File: config.mk
export PLATFORM = sky130hd
export DESIGN_NAME = imem_boot_loader
export DESIGN_NICKNAME = d
export VERILOG_FILES = /design/src/rtl/mips_pkg.sv /design/src/rtl/byte_to_word_packer.sv /design/src/rtl/imem_boot_loader.sv
export SDC_FILE = /design/constraint.sdc
export NUM_CORES = 1
export LEC_CHECK = 0
export BUFFER_PORTS_ARGS = -buffer_cell sky130_fd_sc_hd__buf_2
export CAP_MARGIN = 20
export CORE_MARGIN = 2
export CORE_UTILIZATION = 63
export DETAILED_ROUTE_END_ITERATION = 10
export HOLD_SLACK_MARGIN = 0.05
export PLACE_DENSITY = 0.88
export SYNTH_ARGS = -nofsm -noshare
export SYNTH_HDL_FRONTEND = slang
export SYNTH_HIERARCHICAL = 1
export SYNTH_SLANG_ARGS = --single-unit
export TNS_END_PERCENT = 20
File: constraint.sdc
create_clock -name clk -period 4.7 [get_ports clk]
set_clock_uncertainty 0.15 [all_clocks]
set_input_delay 0.47 -clock clk [delete_from_list [all_inputs] [get_ports clk]]
set_output_delay 0.47 -clock clk [all_outputs]
set_load 0.005 [all_outputs]
File: src/rtl/mips_pkg.sv
// Shared definitions for the MIPS instruction-memory boot loader:
// loader state encoding and frame byte order.
package mips_pkg;

    typedef enum logic [2:0] {
        IDLE,
        LEN_HI,
        LEN_LO,
        DATA,
        CSUM,
        DONE,
        ERROR
    } load_state_t;

    // Payload words arrive MSB first, so byte 0 of a word lands in lane 3 ([31:24]).
    localparam logic [1:0] FIRST_BYTE_LANE = 2'd3;

endpackage

File: src/rtl/byte_to_word_packer.sv
// Collects four stream bytes into one 32-bit word and flags the cycle in
// which the fourth byte arrives, presenting the completed word combinationally.
module byte_to_word_packer
    import mips_pkg::*;
(
    input  logic        clk,
    input  logic        rst,
    input  logic        i_clear,
    input  logic        i_byte_valid,
    input  logic [7:0]  i_byte,
    output logic [31:0] o_word,
    output logic        o_word_done
);

    logic [1:0]  r_byte_idx;
    logic [31:0] r_word;
    logic [1:0]  w_lane;

    assign w_lane = FIRST_BYTE_LANE - r_byte_idx;

    always_ff @(posedge clk) begin
        if (rst || i_clear) begin
            r_byte_idx <= 2'd0;
            r_word     <= 32'd0;
        end else if (i_byte_valid) begin
            r_word[{w_lane, 3'b000} +: 8] <= i_byte;
            r_byte_idx                    <= r_byte_idx + 2'd1;
        end
    end

    // The last byte is merged in directly so the word is ready the cycle it arrives.
    always_comb begin
        o_word                        = r_word;
        o_word[{w_lane, 3'b000} +: 8] = i_byte;
    end

    assign o_word_done = i_byte_valid && (r_byte_idx == 2'd3);

endmodule

File: src/rtl/imem_boot_loader.sv
// Loads a length-prefixed, XOR-checksummed byte stream into instruction memory
// and holds the MIPS core in reset until a complete, verified image is present.
module imem_boot_loader
    import mips_pkg::*;
#(
    parameter int ADDR_W    = 8,
    parameter int MAX_WORDS = 256
) (
    input  logic              clk,
    input  logic              rst,
    input  logic              start,
    input  logic [7:0]        in_data,
    input  logic              in_valid,
    output logic              in_ready,
    output logic              im_we,
    output logic [ADDR_W-1:0] im_addr,
    output logic [31:0]       im_wdata,
    output logic              cpu_rst,
    output logic              done,
    output logic              error,
    output logic [15:0]       word_count
);

    load_state_t       r_state;
    load_state_t       w_next;

    logic              w_xfer;
    logic              w_start_ok;
    logic              w_word_done;
    logic              w_last_word;
    logic [31:0]       w_word;
    logic [15:0]       w_len_rx;

    logic [7:0]        r_len_hi;
    logic [15:0]       r_len;
    logic [7:0]        r_xor;
    logic              r_im_we;
    logic [ADDR_W-1:0] r_im_addr;
    logic [31:0]       r_im_wdata;
    logic              r_cpu_rst;
    logic              r_done;
    logic              r_error;
    logic [15:0]       r_word_count;

    assign w_xfer      = in_valid && in_ready;
    assign w_start_ok  = start && (r_state inside {IDLE, DONE, ERROR});
    assign w_len_rx    = {r_len_hi, in_data};
    assign w_last_word = (r_word_count == r_len - 16'd1);

    byte_to_word_packer u_packer (
        .clk          (clk),
        .rst          (rst),
        .i_clear      (w_start_ok),
        .i_byte_valid (w_xfer && (r_state == DATA)),
        .i_byte       (in_data),
        .o_word       (w_word),
        .o_word_done  (w_word_done)
    );

    always_ff @(posedge clk) begin
        if (rst) begin
            r_state <= IDLE;
        end else begin
            r_state <= w_next;
        end
    end

    always_comb begin
        w_next = r_state;
        case (r_state)
            IDLE, DONE, ERROR: begin
                if (start) w_next = LEN_HI;
            end
            LEN_HI: begin
                if (w_xfer) w_next = LEN_LO;
            end
            LEN_LO: begin
                if (w_xfer) begin
                    if (w_len_rx > 16'(MAX_WORDS)) w_next = ERROR;
                    else if (w_len_rx == 16'd0)    w_next = CSUM;
                    else                           w_next = DATA;
                end
            end
            DATA: begin
                if (w_word_done && w_last_word) w_next = CSUM;
            end
            CSUM: begin
                if (w_xfer) w_next = (in_data == r_xor) ? DONE : ERROR;
            end
            default: w_next = IDLE;
        endcase
    end

    always_comb begin
        in_ready = r_state inside {LEN_HI, LEN_LO, DATA, CSUM};
    end

    // Status flags follow the state being entered, so they line up with the state register.
    always_ff @(posedge clk) begin
        if (rst) begin
            r_len_hi     <= 8'd0;
            r_len        <= 16'd0;
            r_xor        <= 8'd0;
            r_im_we      <= 1'b0;
            r_im_addr    <= '0;
            r_im_wdata   <= 32'd0;
            r_cpu_rst    <= 1'b1;
            r_done       <= 1'b0;
            r_error      <= 1'b0;
            r_word_count <= 16'd0;
        end else begin
            if (w_start_ok) begin
                r_xor        <= 8'd0;
                r_word_count <= 16'd0;
            end
            if (w_xfer && (r_state == LEN_HI)) r_len_hi <= in_data;
            if (w_xfer && (r_state == LEN_LO)) r_len    <= w_len_rx;
            if (w_xfer && (r_state == DATA))   r_xor    <= r_xor ^ in_data;
            r_im_we <= w_word_done;
            if (w_word_done) begin
                r_im_addr    <= r_word_count[ADDR_W-1:0];
                r_im_wdata   <= w_word;
                r_word_count <= r_word_count + 16'd1;
            end
            r_cpu_rst <= (w_next != DONE);
            r_done    <= (w_next == DONE);
            r_error   <= (w_next == ERROR);
        end
    end

    assign im_we      = r_im_we;
    assign im_addr    = r_im_addr;
    assign im_wdata   = r_im_wdata;
    assign cpu_rst    = r_cpu_rst;
    assign done       = r_done;
    assign error      = r_error;
    assign word_count = r_word_count;

endmodule
==> run summary <==
Run status = complete, no violations
Placed insts = 899
CP max stage delay = 0.53 ns
Die area = 10,540 µm²
Total iterations of the first detailed-routing run = 5
H-tree levels = 4
Register area share after synthesis = 0.4212
CP Capture Type = flip-flop
Synth warn = 6
Die X = 102.7 µm
Commonest non-fill, non-tap cell in the layout = dfxtp_1
Slew Limit Headroom = 0.3266
CP Data Required Time = 5.01 ns
Wirelength per Cell = 16.24 µm
Worst setup SP type = flip-flop
Cell area after layout = 7056 µm²
Layout Nets = 805
CTS tree = built
Hold buffer count at CTS = 0
Async SR Flop Fraction = 0
Reg-to-reg slack, setup = 1.59 ns
GR Overflow Total = 0
Residual DRC = 0
CTS Buf Count = 17
Largest net degree at the start of global routing = 54
DP Area = 6455 µm²
Clock buffer depth = 2
Via-to-Cell Ratio = 6.006
#FFs+latches synth = 129
Total Wirelength = 15.14 mm
Primary FF master, synth = dfxtp_1
PortBufs = 72
Met2 routed WL = 7.479 mm
Crit path cell chain = ha_1 > nand2_1 > inv_2 > o2111ai_1 > nor2_1 > o2111ai_1 > a2111o_1 > or4_1 > o21ai_1
Mean post-synth cell area = 8.263 µm²
Number of synthesized flops with an enable pin = 0
Synth cell types = 58
Gr usage total = 0.2956
Setup CP Type = reg2reg
Number of global-route vias before repair = 5,212
Finished Layout Cells = 932
Layout cells sized above 1 = 0.1539
Final min period = 3.107 ns
Setup Buffers After CTS = 0
Min-delay worst type = in2reg
Pins Over Slew Limit = 0
CP max FO = 14
Leak = 2.697 nW
Gpl congestion = 0.8449
Most frequent cells in the layout = dfxtp_1, nor2_1, nand2_1
Fin crit share = 0.6610
Mapped Area = 6131 µm²
Final hold violation count = 0
CTS resizes = 0
Initial antenna violation count = 0
Most used cell, CP = o2111ai_1
Least-Margin Pin Slew = 1.006 ns
Worst vdd ir = 0.3049 mV
Setup violators final = 0
FMAX = 321.9 MHz
Starting Density = 0.6390
PwrDens = 373.8 nW/µm²
Via count = 5,598
Top routing layer in use = met4
Area growth syn-to-layout = 15.08%
# diodes = 0
Clk sinks = 129
Ports = 73
Met3 WL post-DR = 910 µm
Slowest-stage cell, CP = dfxtp_1
Setup TNS Final = 0 ns
Antenna viol nets, final = 0
Row count = 36
Reg clk slew, reported paths = 0.06 ns
Synthesized instance count = 742
Root buffer cell = clkbuf_8
First DRT Iteration DRCs = 285
Post-detail-place hpwl = 9.718 mm
CORE AREA = 9594 µm²
Global-route wire length before repair = 24.59 mm
Max Cap Viol = 0
Chip height = 102.7 µm
Routed met1 length = 6.207 mm
Worst-Skew Late Latency = 0.52 ns
Worst Path Arrival = 3.41 ns
RSZ-0062 raised after global routing = no
Synth Net Count = 761
metrics by stage:
step	utilization	setup slack (ns)	total power, mW	hold WS, ns
after global routing	0.7354	1.422	2.724	0.2080
after detailed placement	0.6728	1.621	1.343	0.2989
after CTS	0.7349	1.648	2.644	0.1825
after floorplan	-	1.673	1.294	0.2822
after global placement	0.6728	1.641	1.336	0.2890
final	0.7354	1.593	2.637	0.2071
synthesized netlist by cell type, types with 4 or more instances:
master | n | area, µm²
a21oi_1 | 59 | 295.3
a22o_1 | 24 | 210.2
a31oi_1 | 4 | 25.02
a32oi_1 | 27 | 236.5
and2_1 | 4 | 25.02
and3_1 | 4 | 25.02
buf_2 | 15 | 75.07
clkbuf_1 | 31 | 116.4
dfxtp_1 | 129 | 2582
ha_1 | 7 | 87.58
inv_1 | 20 | 75.07
mux2i_1 | 43 | 430.4
nand2_1 | 101 | 379.1
nand2b_1 | 4 | 25.02
nand3_1 | 13 | 65.06
nand3b_1 | 4 | 30.03
nand4_1 | 8 | 50.05
nor2_1 | 117 | 439.2
nor3_1 | 8 | 40.04
nor3b_1 | 4 | 30.03
nor4_1 | 6 | 37.54
o21ai_0 | 25 | 125.1
o21ai_1 | 4 | 20.02
or2_2 | 5 | 31.28
or4_1 | 4 | 30.03
xnor2_1 | 18 | 157.7
xor2_1 | 11 | 96.34
path summary, 6_finish.rpt:
kind,startpoint,end,cells past startpoint
max,u_packer/r_byte_idx[0],r_state[2],9
min,in_data[2],r_len[2],3
min reg2reg,u_packer/r_word[28],u_packer/r_word[28],2
max reg2reg,u_packer/r_byte_idx[0],r_state[2],9
kinds of logic after synthesis:
kind of cell | after synthesis | synth area share
adders and majority gates | 7 | 0.01429
AOI/OAI and AO/OA | 157 | 0.1696
DFF | 129 | 0.4212
and+or+nand+nor | 301 | 0.2269
muxes | 46 | 0.07571
xor gates and xnor gates | 29 | 0.04143
buffers and inverters | 73 | 0.05081
state kept, by name (all words and copies together) (netlist names):
register             flops
cpu_rst                  1
done                     1
error                    1
im_addr                  8
im_wdata                32
im_we                    1
r_len                   16
r_len_hi                 8
r_state                  3
r_xor                    8
u_packer/r_byte_idx      2
u_packer/r_word         32
word_count              16
critical path: cells and delay by family (launching register included):
kind            cells  cell delay [ns]
flops               1             0.53
simple gates        3             0.82
buf+inv             1             0.27
compound gates      4             0.72
fa+ha+maj           1             0.53
area by class of cell:
cell class,count,area [µm²]
Tap cell,133,166.4
Sequential cell,129,2582
Fill cell,695,2539
Clock inverter,10,132.6
Inverter,21,78.83
Timing Repair Buffer,77,395.4
Clock buffer,22,462.9
Multi-Input combinational cell,540,3237
power by group:
group / switching [mW] / leakage (nW) / internal [mW]
Clock: 0.465 / 0.287 / 0.846
Combinational: 0.134 / 1.37 / 0.0684
Sequential: 0.0185 / 1.04 / 1.11
routing by layer:
metal  track usage  up-vias
met3       0.06847       46
li1              -     2693
met1        0.3535     2633
met4        0.1569        0
met5             0        -
met2        0.4947      226
Note: power is estimated with default switching activity, not from simulation.
